`src/rtl/key_event_gen.sv`:
```
// Turns the debounced key level into PRESS / RELEASE / LONG / REPEAT events held in a
// single-entry valid/ready output register. Define KEY_AUTOREPEAT_EN to enable REPEAT events.
module key_event_gen #(
   parameter int unsigned LONG_CYC   = 50_000_000,
   parameter int unsigned REPEAT_CYC = 10_000_000,
   parameter int unsigned CNT_W      = 26
) (
   input  logic       clk_i,
   input  logic       rst_i,
   input  logic       db_level_i,
   input  logic       event_ready_i,
   input  logic       ovf_clr_i,
   output logic       event_valid_o,
   output logic [1:0] event_code_o,
   output logic       overflow_o,
   output logic [1:0] state_o
);

   typedef enum logic [1:0] {
      ST_IDLE = 2'd0,
      ST_HELD = 2'd1,
      ST_LONG = 2'd2
   } state_t;

   localparam logic [1:0] EV_PRESS   = 2'd0;
   localparam logic [1:0] EV_RELEASE = 2'd1;
   localparam logic [1:0] EV_LONG    = 2'd2;
   localparam logic [CNT_W-1:0] LONG_TC = CNT_W'(LONG_CYC - 32'd1);
`ifdef KEY_AUTOREPEAT_EN
   localparam logic [1:0] EV_REPEAT  = 2'd3;
   localparam logic [CNT_W-1:0] REP_TC = CNT_W'(REPEAT_CYC - 32'd1);
`endif

   state_t           state_r;
   logic [CNT_W-1:0] cnt_r;
   logic             ev_gen_s;
   logic [1:0]       ev_code_s;
   logic             drop_s;

   // Event decode: release wins over any terminal count reached in the same cycle.
   always_comb begin
      ev_gen_s  = 1'b0;
      ev_code_s = EV_PRESS;
      case (state_r)
         ST_IDLE: begin
            if (db_level_i) begin
               ev_gen_s  = 1'b1;
               ev_code_s = EV_PRESS;
            end else begin
               ev_gen_s  = 1'b0;
            end
         end
         ST_HELD: begin
            if (!db_level_i) begin
               ev_gen_s  = 1'b1;
               ev_code_s = EV_RELEASE;
            end else if (cnt_r == LONG_TC) begin
               ev_gen_s  = 1'b1;
               ev_code_s = EV_LONG;
            end else begin
               ev_gen_s  = 1'b0;
            end
         end
         ST_LONG: begin
            if (!db_level_i) begin
               ev_gen_s  = 1'b1;
               ev_code_s = EV_RELEASE;
`ifdef KEY_AUTOREPEAT_EN
            end else if (cnt_r == REP_TC) begin
               ev_gen_s  = 1'b1;
               ev_code_s = EV_REPEAT;
`endif
            end else begin
               ev_gen_s  = 1'b0;
            end
         end
         default: begin
            ev_gen_s  = 1'b0;
            ev_code_s = EV_PRESS;
         end
      endcase
      drop_s = ev_gen_s & event_valid_o & ~event_ready_i;
   end

   // State, hold counter and the single-entry event register.
   always_ff @(posedge clk_i or negedge rst_i) begin
      if (!rst_i) begin
         state_r       <= ST_IDLE;
         cnt_r         <= '0;
         event_valid_o <= 1'b0;
         event_code_o  <= 2'd0;
         overflow_o    <= 1'b0;
      end else begin
         case (state_r)
            ST_IDLE: begin
               cnt_r <= '0;
               if (db_level_i) begin
                  state_r <= ST_HELD;
               end else begin
                  state_r <= ST_IDLE;
               end
            end
            ST_HELD: begin
               if (!db_level_i) begin
                  state_r <= ST_IDLE;
                  cnt_r   <= '0;
               end else if (cnt_r == LONG_TC) begin
                  state_r <= ST_LONG;
                  cnt_r   <= '0;
               end else begin
                  cnt_r   <= cnt_r + 1'b1;
               end
            end
            ST_LONG: begin
               if (!db_level_i) begin
                  state_r <= ST_IDLE;
                  cnt_r   <= '0;
`ifdef KEY_AUTOREPEAT_EN
               end else if (cnt_r == REP_TC) begin
                  cnt_r   <= '0;
               end else begin
                  cnt_r   <= cnt_r + 1'b1;
               end
`else
               end else begin
                  cnt_r   <= '0;
               end
`endif
            end
            default: begin
               state_r <= ST_IDLE;
               cnt_r   <= '0;
            end
         endcase

         // A new event replaces the pending one only if the slot is free or being drained.
         if (ev_gen_s && (!event_valid_o || event_ready_i)) begin
            event_valid_o <= 1'b1;
            event_code_o  <= ev_code_s;
         end else if (!ev_gen_s && event_ready_i) begin
            event_valid_o <= 1'b0;
         end else begin
            event_valid_o <= event_valid_o;
         end

         if (drop_s) begin
            overflow_o <= 1'b1;
         end else if (ovf_clr_i) begin
            overflow_o <= 1'b0;
         end else begin
            overflow_o <= overflow_o;
         end
      end
   end

   assign state_o = state_r;

endmodule

```
`config.mk`:
```
export PLATFORM = sky130hd
export DESIGN_NAME = key_event_gen
export DESIGN_NICKNAME = d
export VERILOG_FILES = /design/src/rtl/key_event_gen.sv
export SDC_FILE = /design/constraint.sdc
export NUM_CORES = 1
export LEC_CHECK = 0
export BUFFER_PORTS_ARGS = -buffer_cell sky130_fd_sc_hd__buf_2
export CORE_MARGIN = 1
export CORE_UTILIZATION = 55
export CTS_CLUSTER_SIZE = 25
export DETAILED_ROUTE_END_ITERATION = 8
export PLACE_DENSITY = 0.8
export SETUP_SLACK_MARGIN = 0.05
export SLEW_MARGIN = 20
export SYNTH_ARGS = -nofsm -noshare
export SYNTH_HDL_FRONTEND = slang
export SYNTH_SLANG_ARGS = --single-unit
export TNS_END_PERCENT = 20
```
`constraint.sdc`:
```
create_clock -name clk_i -period 2.3 [get_ports clk_i]
set_input_delay 0.115 -clock clk_i [delete_from_list [all_inputs] [get_ports clk_i]]
set_output_delay 0.115 -clock clk_i [all_outputs]
set_load 0.02 [all_outputs]
```
# --- Word level (Yosys, flattened, before mapping) ---
# Index checks and enable logic that the tools add are counted.
op_classes:
  n_eq_ne: 5
  magnitude_cmp: 0
  div: 0
  reduce_logical: 9
  addsub: 1
  mux: 21
  bitwise: 3
  mul: 0
  shift: 0
op_table:
  columns: ["op", "n"]
  rows:
  - ["2-to-1 mux 26 bit", 3]
  - ["adder 26 x 1 -> 26 bit, second input constant", 1]
  - ["== test 26 bit, second input constant", 1]
  - ["2-to-1 mux 1 bit", 10]
  - ["2-to-1 mux 2 bit", 5]
  - ["one-hot mux 2 bit (3 select lines)", 1]
  - ["one-hot mux 2 bit (2 select lines)", 1]
  - ["nonzero test 2 bit", 2]
  - ["!= test 3 bit, second input constant", 1]
  - ["one-hot mux 1 bit (3 select lines)", 1]
  - ["bitwise AND 1 bit", 2]
  - ["== test 2 x 1 -> 1 bit, second input constant", 1]
  - ["== test 2 bit, second input constant", 1]
  - ["logical AND 1 bit", 2]
  - ["zero test 1 bit", 2]
  - ["zero test 2 bit", 1]
  - ["!= test 2 bit, second input constant", 1]
  - ["AND reduction 2 bit", 1]
  - ["logical OR 1 bit", 1]
  - ["inverter 1 bit", 1]
word_totals:
  rom_bits: 0
  in_bits: 5
  word_cells: 44
  mem_count: 0
  output_inout_bits: 6
  ram_bits: 0
  latchBits: 0
  reg_bits: 32

# --- Depth between registers and ports, before layout ---
# Gate-level depths: netlist (run 1).
depth:
  depth_word: 8
  depth_mapped: 7

# --- Worst setup path after synthesis (run 1) ---
# Ideal clock, no wire load.
synth_path:
  path_kind: "register to register"
  start: "reg cnt_r[0]"
  end: "reg cnt_r[20]"
  arrival_time_ns: 1.560
  t_required_ns: 2.223
  stages_incl_launch_ff: 7
  setup_slack_ns: 0.663
  cell_sequence: "dfrtp_1 ha_1 and4_1 buf_2 a31o_2 buf_4 a21oi_1"
synth_via:
  elab_chain_len: 4
  elab_cells_between_ends: 5
  cone_classes: "add/sub (1); eq/ne (1); mux (3)"
synth_lines:
  columns: ["element", "line", "text"]
  rows:
  - ["start, declared", "35", "logic [CNT_W-1:0] cnt_r;"]
  - ["start signal, assigned", "111", "cnt_r <= cnt_r + 1'b1;"]
  - ["adder 26 x 1 -> 26 bit / == test 26 bit (equally long branches)", "111, 107", null]
  - ["2-to-1 mux 26 bit *", "107", "end else if (cnt_r == LONG_TC) begin"]
  - ["2-to-1 mux 26 bit *", "104", "if (!db_level_i) begin"]
  - ["2-to-1 mux 26 bit *", null, null]
# Every way passes the cells marked *; elsewhere a longest branch is shown, timed or not.
# A chain may end at the register's enable or synchronous reset.

# --- Worst setup path in the final report (run 1) ---
layout_path:
  start: "reg cnt_r[5]"
  end: "reg cnt_r[25]"
# Same word-level chain as after synthesis.

==> results of run 1 <==
-- tightest hold or removal path: stages --
cell	delay [ns]
sky130_fd_sc_hd__buf_2	0.07
sky130_fd_sc_hd__nand2b_1	0.10
sky130_fd_sc_hd__o41ai_2	0.07
-- state kept, by name (all words and copies together), names as in the netlist --
signal and flops:
state_o 2, event_valid_o 1, overflow_o 1, event_code_o 2, cnt_r 26
-- logic make-up (layout without fill, tap and decap cells) --
| group | count (synthesis) | in the layout | share of synthesized area, % |
|---|---|---|---|
| buffers and inverters | 13 | 26 | 4.093 |
| muxes | 1 | 1 | 0.5646 |
| xor gates and xnor gates | 14 | 14 | 6.916 |
| DFF | 32 | 32 | 45.17 |
| adders and majority gates | 5 | 5 | 3.529 |
| and+or+nand+nor | 85 | 85 | 27.88 |
| AOI/OAI and AO/OA | 30 | 30 | 11.86 |
-- power groups by stage --
stage	Clock (mW)	Sequential [mW]	Combinational, mW
6_report	0.355	0.596	0.160
5_1_grt	0.381	0.598	0.177
4_1_cts	0.365	0.596	0.162
3_5_place_dp	0	0.607	0.160
3_3_place_gp	0	0.605	0.154
2_1_floorplan	0	0.625	0.0948
-- worst max-delay path by stage --
stage / end / slack (ns) / depth (start not counted)
after floorplan: cnt_r[20]$_DFF_PN0_ / 0.66 / 6
after global placement: cnt_r[23]$_DFF_PN0_ / 0.42 / 4
after detailed placement: cnt_r[23]$_DFF_PN0_ / 0.38 / 4
after CTS: cnt_r[25]$_DFF_PN0_ / 0.36 / 4
after global routing: cnt_r[23]$_DFF_PN0_ / 0.22 / 4
final: cnt_r[25]$_DFF_PN0_ / 0.34 / 4
-- per-layer routing --
layer | up-vias | share of wire [%] | global-route usage (%)
met3 | 6 | 4.0 | 7.912
met4 | 0 | 1.3 | 7.823
met1 | 668 | 46 | 24.26
met5 | - | 0 | 0
met2 | 27 | 48 | 38.31
li1 | 685 | - | -
-- cells in the final DEF (no fill, tap or decap), types with 6 or more instances in the layout --
cell type	instances
sky130_fd_sc_hd__and4_1	6
sky130_fd_sc_hd__buf_2	10
sky130_fd_sc_hd__nand3_1	9
sky130_fd_sc_hd__a21oi_1	10
sky130_fd_sc_hd__nand2_1	10
sky130_fd_sc_hd__xor2_1	13
sky130_fd_sc_hd__o31ai_1	7
sky130_fd_sc_hd__dfrtp_1	32
sky130_fd_sc_hd__nand4_1	10
sky130_fd_sc_hd__nor2_1	20
-- cell type report --
cell class | count | area (sq um)
Fill cell | 274 | 1131
Multi-Input combinational cell | 135 | 899.6
Sequential cell | 32 | 800.8
Timing Repair Buffer | 14 | 82.58
Clock buffer | 7 | 65.06
Tap cell | 44 | 55.05
Inverter | 5 | 18.77
-- through the flow --
stage	area (sq um)	hold WS (ns)	setup WS [ns]	total power, mW	utilization, %
after floorplan	1773	-0.1806	0.6626	0.7197	-
after global placement	1847	0.1900	0.4188	0.7588	60.49
after detailed placement	1847	0.2036	0.3815	0.7672	60.49
after CTS	1922	0.04224	0.3590	1.122	62.95
after global routing	1922	0.06638	0.2211	1.156	62.95
final	1922	0.04733	0.3444	1.111	62.95
==> impl_summary.md, run 1 <==
Layout
0 antenna diodes ended up in the layout. The relative area change from synthesis to final layout is 8.398%. The final layout contains 203 nets.

The number of cells in the finished layout apart from fillers is 237. In the final layout, the share of cells above drive strength 1 is 13.99%.

Place
The global placement routability congestion is 0.8277. The placed instance count is ~230. The count of buffers inserted at the top-level ports is 10. Summed over all nets, the half-perimeter wirelength after detailed placement is 2438 um.

Worst setup path
The capture point of the worst reg-to-reg path is cnt_r[25]$_DFF_PN0_. The data arrival at the endpoint of the critical path is 2.22 ns. The kind of launch point of the worst setup path is a flop.

The critical path in this run is classified as reg2reg. The worst register-to-register path begins at cnt_r[5]$_DFF_PN0_. The worst setup path is captured at a flop.

The longest individual stage delay on the worst path is between 0.5 and 0.6 ns. The count of buffer and inverter cells on the critical path is 0. The slack of the worst reg-to-reg path is 0.34 ns. The depth of the most critical reg-to-reg path is 4. For this design, the slowest cell found on the critical path is sky130_fd_sc_hd__or4_1. The family with the most delay on the worst path is simple AND/OR/NAND/NOR gates. For the worst setup path, the data required time is between 2 and 3 ns.

Walking the worst path, the cells encountered are and4_1 -> nand4_2 -> or4_1 -> a21oi_1. In this run the worst path has a maximum fanout of 13. The worst setup path startpoint is cnt_r[5]$_DFF_PN0_.

Pwr
Per report_power, the clock group accounts for between 30% and 40% of the total. The share of total power consumed by net switching is between 20% and 30%. The switching power summed over all nets is between 300 and 400 uW. The internal power of the cells totals 807.3 uW. The part of the total power dissipated in combinational logic is roughly 14%. The peak ir drop on the vdd network is 0.3902 mV. The leakage power is just under 0.8 nW. In this run, flip-flops and latches consume 53.7% of the power. The power per unit of standard cell area is 577.8 mW/mm^2.

STA
The final-report hold violation count is 0. The sum of negative setup slack is 0 ns. The final-report max-slew violation count is 0. The maximum clock skew at final layout is 0.007653 ns. The slew at the pin closest to its max-slew limit is 0.6974 ns. The worst pin sits at a relative slew slack of between 50% and 60%. After layout, the minimum clock period comes to 1.956 ns. Setup repair after global routing left no endpoint under its margin.

Dividing the final minimum period by the clock period gives 85.03%. Setup violations remaining at the end of the flow were counted as 0. Timing would allow up to 511.4 MHz.

Yosys
The total number of yosys warnings is 0. Of the post-synthesis cell area, the dominant cell type holds 45.17%. The flip-flop cell with the highest count after synthesis is sky130_fd_sc_hd__dfrtp_1. Of all flip-flops after synthesis, the portion carrying an async set or reset was 100.0%. The count of mapped cells out of synthesis is 180. Yosys mapped a number of flops with a built-in enable equal to 0. Sequential elements use 45.17% of the synthesized area. The number of register bits inferred by synthesis is 32.

The synthesized netlist net count is 190. The most frequently used cell type in the post-synthesis netlist is sky130_fd_sc_hd__dfrtp_1. Sorting the synthesized cells by area gives the leading types as sky130_fd_sc_hd__dfrtp_1 (45%), sky130_fd_sc_hd__xor2_1 (6.4%), sky130_fd_sc_hd__nor2_1 (4.2%). The summed instance area of the synthesized netlist is 0.001773 sq mm. A synthesized cell averages 9.850 sq um. The dominant cell type by area after synthesis is sky130_fd_sc_hd__dfrtp_1. Counting distinct cell types in the post-synthesis netlist gives 38. The commonest cells after synthesis are sky130_fd_sc_hd__dfrtp_1 (32), sky130_fd_sc_hd__nor2_1 (20), sky130_fd_sc_hd__xor2_1 (13).

Global route
The initial antenna violation count is 0. The wire length of the first global-routing pass is 5602 um. Across every metal layer, demand over resource in global routing totals 21.86%. For this run the aggregate overflow at the end of global routing stands at 0.

The pin count of the biggest net entering global routing is 33. The number of global-route vias before repair is between 1000 and 1500.

Detailed routing
Once detail routing completed, the nets flagged for antenna violations numbered 0. Using the TritonRoute via totals, the vias-per-cell ratio works out to 5.848. The final routed DRC violation total is 0. The final route contains 1386 vias. The initial detailed-routing violation count is 89.

The total detailed-routing wirelength is 3386 um. For this run, the detailed router's first-pass iteration total came to 4. The average detailed-routed wire length per instance is 14.29 um.

Clock network
The clock transition time at the flip-flop clock pins of the worst setup and hold paths is 0.09 ns. The clock insertion delay at the later pin of the skew report is 0.34 ns. Once the clock tree was built, the resizer swapped 0 gates to a different size.

The clock passes through at most 2 buffers. The H-tree was split into 2 levels. The number of buffers created by CTS is 5. The number of buffers inserted by hold repair at cts is 1. Post-CTS timing repair inserted 0 buffers for setup. The clock tree from TritonCTS is built.

In this run the clock root is driven by a sky130_fd_sc_hd__clkbuf_4. The number of clock sinks is 32.

Floorplanning
The horizontal die dimension is a little under 60 um. The die covers ~0.0035 sq mm. From bottom edge to top edge, the die measures approximately 59 um. The floorplan has 20 rows. Once the floorplan was initialized, standard cells occupied about three fifths of the core. The floorplan step defined a core boundary enclosing 0.003053 sq mm. 11 I/O pins were placed.

Worst hold path
The worst hold path was traced through 3 stages. The path category of the worst min-delay check is in2reg. The end of the worst hold path is overflow_o$_DFFE_PN0P_.

The worst hold path begins at ovf_clr_i.

Outcome
The flow ran to the end, and the final reports show no timing, DRC or antenna violations.

Flow run
Max-cap violations in this run came to 0.
No activity file was read; power rests on OpenSTA's default activity.
==> inputs of run 2 (changes only) <==
--- a/config.mk
+++ b/config.mk
@@ -5,12 +5,15 @@
 export SDC_FILE = /design/constraint.sdc
 export NUM_CORES = 1
 export LEC_CHECK = 0
+export ABC_AREA = 1
 export BUFFER_PORTS_ARGS = -buffer_cell sky130_fd_sc_hd__buf_2
+export CELL_PAD_IN_SITES_DETAIL_PLACEMENT = 0
+export CELL_PAD_IN_SITES_GLOBAL_PLACEMENT = 1
 export CORE_MARGIN = 1
-export CORE_UTILIZATION = 55
+export CORE_UTILIZATION = 45
 export CTS_CLUSTER_SIZE = 25
 export DETAILED_ROUTE_END_ITERATION = 8
-export PLACE_DENSITY = 0.8
+export PLACE_DENSITY = 0.86
 export SETUP_SLACK_MARGIN = 0.05
 export SLEW_MARGIN = 20
 export SYNTH_ARGS = -nofsm -noshare
==> run 2 against run 1 <==
Global-route usage down 1.1 points. Register-to-register slack better by 0.11 ns. Clock power up 26%. Final cell count up 32%. Largest power group unchanged.
==> impl_summary.md, run 2 <==
Outcome
The flow ran to the end, and the final reports show no timing, DRC or antenna violations.

Detailed routing
Dividing the detail-routed via count by the number of cells gives between 5 and 6. In the routed design, unresolved DRC markers number 0. The total detailed-routing wirelength is 3832 um. The length of the first detailed-routing pass in iterations is 5. The number of antenna-violating nets in the routed design is 0. After detailed routing, the average wire length per cell comes to roughly 12 um. The count of vias placed by the detailed router is 1562. For this block, the initial DRC count from the detailed router was 91.

Yosys
In the post-synthesis netlist, the biggest area contributors are sky130_fd_sc_hd__dfrtp_1 (42%), sky130_fd_sc_hd__nand2_1 (12%), sky130_fd_sc_hd__nor2_1 (7.1%). Yosys instantiated no cell more often than sky130_fd_sc_hd__nand2_1. The average instance area after synthesis is 7.805 sq um.

The number of nets handed over by synthesis was 254. For this run, the leading register cell type out of synthesis is sky130_fd_sc_hd__dfrtp_1. The register area share after synthesis is 42.05%. The share of synthesized registers carrying an async set or reset is 100.0%. The count of mapped cells out of synthesis is approximately 240. The largest total area in the synthesized netlist belongs to sky130_fd_sc_hd__dfrtp_1. During synthesis, Yosys emitted a total of 0 warnings.

The area share of the largest cell type after synthesis is 42.05%. The number of register bits inferred by synthesis is 32. Counting instances in the post-synthesis netlist gives the leading cell types as sky130_fd_sc_hd__nand2_1 (59), sky130_fd_sc_hd__nor2_1 (36), sky130_fd_sc_hd__dfrtp_1 (32), sky130_fd_sc_hd__inv_1 (31), sky130_fd_sc_hd__nor2_2 (10).

The summed instance area of the synthesized netlist is roughly 0.0019 sq mm. In this run, synthesis inferred 0 flip-flops with an integrated enable. After synthesis, the netlist uses 27 different library cells.

STA
The clock period minus worst slack is 1.848 ns. After routing, the total negative slack on setup checks comes to 0 ns. The slew at the pin closest to its max-slew limit is 0.7348 ns. The post-route worst setup slack is approximately 0.45 ns. Setup repair after global routing left no endpoint under its margin. The headroom to the max-slew limit is between 50% and 60%.

The final-report hold violation count is 0. Hold is met by 0.01339 ns. Between clock sinks in the finished design, the worst skew comes to 0.005746 ns.

The final-report setup violation count is 0. Static timing analysis puts the maximum clock frequency at approximately 540 MHz. The share of the clock period used by the worst path is 80.34%. The final-report max-slew violation count is 0.

Place
Summed over all nets, the half-perimeter wirelength after detailed placement is approximately 2800 um. The placed instance area is 0.002006 sq mm. Once placement completed, the tool counted placed cells totaling 303.

At the end of routability-driven placement, the weighted congestion stood at 0.7647. The worst slack at placement is 0.4545 ns. Buffers placed on the I/O ports in this run total 10.

Clock network
Post-CTS timing repair inserted 0 buffers for setup. For this design, the sink count on the clock tree is 32. The number of buffers created by CTS is 5. TritonCTS built the clock tree.

The H-tree was split into 2 levels. The number of gates resized after cts is 0. The master cell of the clock root buffer is sky130_fd_sc_hd__clkbuf_8. The number of buffers between clock root and the deepest sink is 2. The clock transition time at the flip-flop clock pins of the worst setup and hold paths is 0.06 ns.

The clock reaches the later pin of the worst-skew pair after between 0.2 and 0.3 ns.

Layout
Leaving out filler cells and counting taps, the final layout contains 312. In the layout the commonest cells are sky130_fd_sc_hd__nand2_1 (59), sky130_fd_sc_hd__nor2_1 (36), sky130_fd_sc_hd__dfrtp_1 (32), sky130_fd_sc_hd__inv_1 (31). The most frequent standard cell in the layout excluding fill and tap cells is sky130_fd_sc_hd__nand2_1. The number of antenna diodes in the final layout is 0. The final-stage net count is 271. The finished cells cover 0.002106 sq mm. The flip-flop count of the largest register, all copies and words added is 26.

The area growth from synthesis to layout is 10.58%. Cells with a size suffix above 1 make up roughly 18% of the layout. The utilization after layout is 52.27%. The register ranked first by flip-flop count is cnt_r.

Floorplanning
The die covers 0.004496 sq mm. The area of the core is around 0.0040 sq mm. The boundary pin count is 11. The horizontal die dimension is 67.05 um. The floorplan has 23 rows. The die outline height is 67.05 um. The starting density of the core is between 40% and 50%.

Pwr
For this design the static power due to leakage is around 0.87 nW. The power per unit of standard cell area is 547.7 mW/mm^2. The peak ir drop on the vdd network is 0.2557 mV.

Power comes to 1.153 mW.

Global route
The initial antenna violation count came to 0. For this run the aggregate overflow at the end of global routing stands at 0. The global routing usage summed across all routing layers is 20.72%. The pin count of the biggest net entering global routing is 33. The number of global-route vias before repair came to 1492. The wire length of the first global-routing pass is 6768 um.

Worst setup path
The element type at the critical path end is a flop. For the worst setup path, the data arrival time is 2.01 ns. The worst setup path is of the reg2reg kind. For the worst setup path, the data required time is 2.46 ns. The largest fanout on the critical path is 19. The critical path goes through ha_1 -> nand3_2 -> inv_2 -> nand2_1 -> nor2_2 -> nand2_1 -> nand2_4 -> inv_2 -> o21ai_0 -> a21oi_1. The slowest stage of the critical path is the sky130_fd_sc_hd__dfrtp_1 cell. The longest individual stage delay on the worst path is ~0.40 ns. The kind of launch point of the worst setup path is a flop.

Flow run
The number of max-capacitance violations reported is 0.

Worst hold path
In this run the worst hold path is classified as in2reg.
[run 2: changes by cell type after synthesis, sizes merged, moves of 5 or more]
cell | previous run | this run
nand2 | 10 | 64
inv | 5 | 34
nor2 | 20 | 49
buf | 8 | 1
o31ai | 7 | 0
and4 | 6 | 0
or4 | 6 | 0
a21oi | 11 | 6
nand4 | 11 | 6
nor3 | 4 | 9
xor2 | 13 | 8
[run 2: where the power goes]
group	switching (mW)	internal (mW)	total, mW
clock	0.204	0.244	0.448
combinational	0.0820	0.0350	0.117
sequential	0.0112	0.577	0.589
[run 2: area by class of cell]
type                       count  area (sq um)
inverter                      34         127.6
sequential                    32         800.8
clock buffer                   8         90.09
timing repair buffer          11         60.06
tap                           50         62.56
fill                         401          1923
multi-input combinational    177         964.7
[run 2: cell families (layout without fill, tap and decap cells)]
group / Yosys count / in the layout / synth area share (%)
xor gates and xnor gates: 9 / 9 / 4.140
AOI/OAI and AO/OA: 19 / 19 / 5.585
buffers and inverters: 35 / 53 / 7.293
adders and majority gates: 5 / 5 / 3.285
and+or+nand+nor: 144 / 144 / 37.65
DFF: 32 / 32 / 42.05
[run 2: critical path, delay by kind of cell, from the launching register on]
kind	cells	cell delay [ns]
compound gates	2	0.19
fa+ha+maj	1	0.23
buf+inv	2	0.24
flops	1	0.40
simple gates	5	0.66
[run 2: worst paths after layout]
path / startpoint / endpoint / slack (ns) / depth (start not counted)
max: cnt_r[0]$_DFF_PN0_ / cnt_r[4]$_DFF_PN0_ / 0.45 / 10
min: ovf_clr_i / overflow_o$_DFFE_PN0P_ / 0.01 / 2
max reg2reg: cnt_r[0]$_DFF_PN0_ / cnt_r[4]$_DFF_PN0_ / 0.45 / 10
min reg2reg: event_code_o[0]$_DFFE_PN0P_ / event_code_o[0]$_DFFE_PN0P_ / 0.47 / 2
max in group asynchronous: rst_i / cnt_r[6]$_DFF_PN0_ / 1.40 / 2
min in group asynchronous: rst_i / cnt_r[8]$_DFF_PN0_ / 0.42 / 2
[run 2: layer usage]
layer  vias to the layer above  GRT usage (%)  part of all wire [%]
met5                         -              0                     0
li1                        803              -                     -
met1                       712          25.56                    45
met2                        37          34.25                    48
met3                        10          4.110                   4.6
met4                         0          9.574                   2.1
[run 2: repair_timing]
| item | in CTS | in global routing |
|---|---|---|
| endpoints found under the setup margin | 0 | 0 |
| endpoints found under the hold margin | 32 | 0 |
| hold buffers | 1 | 0 |
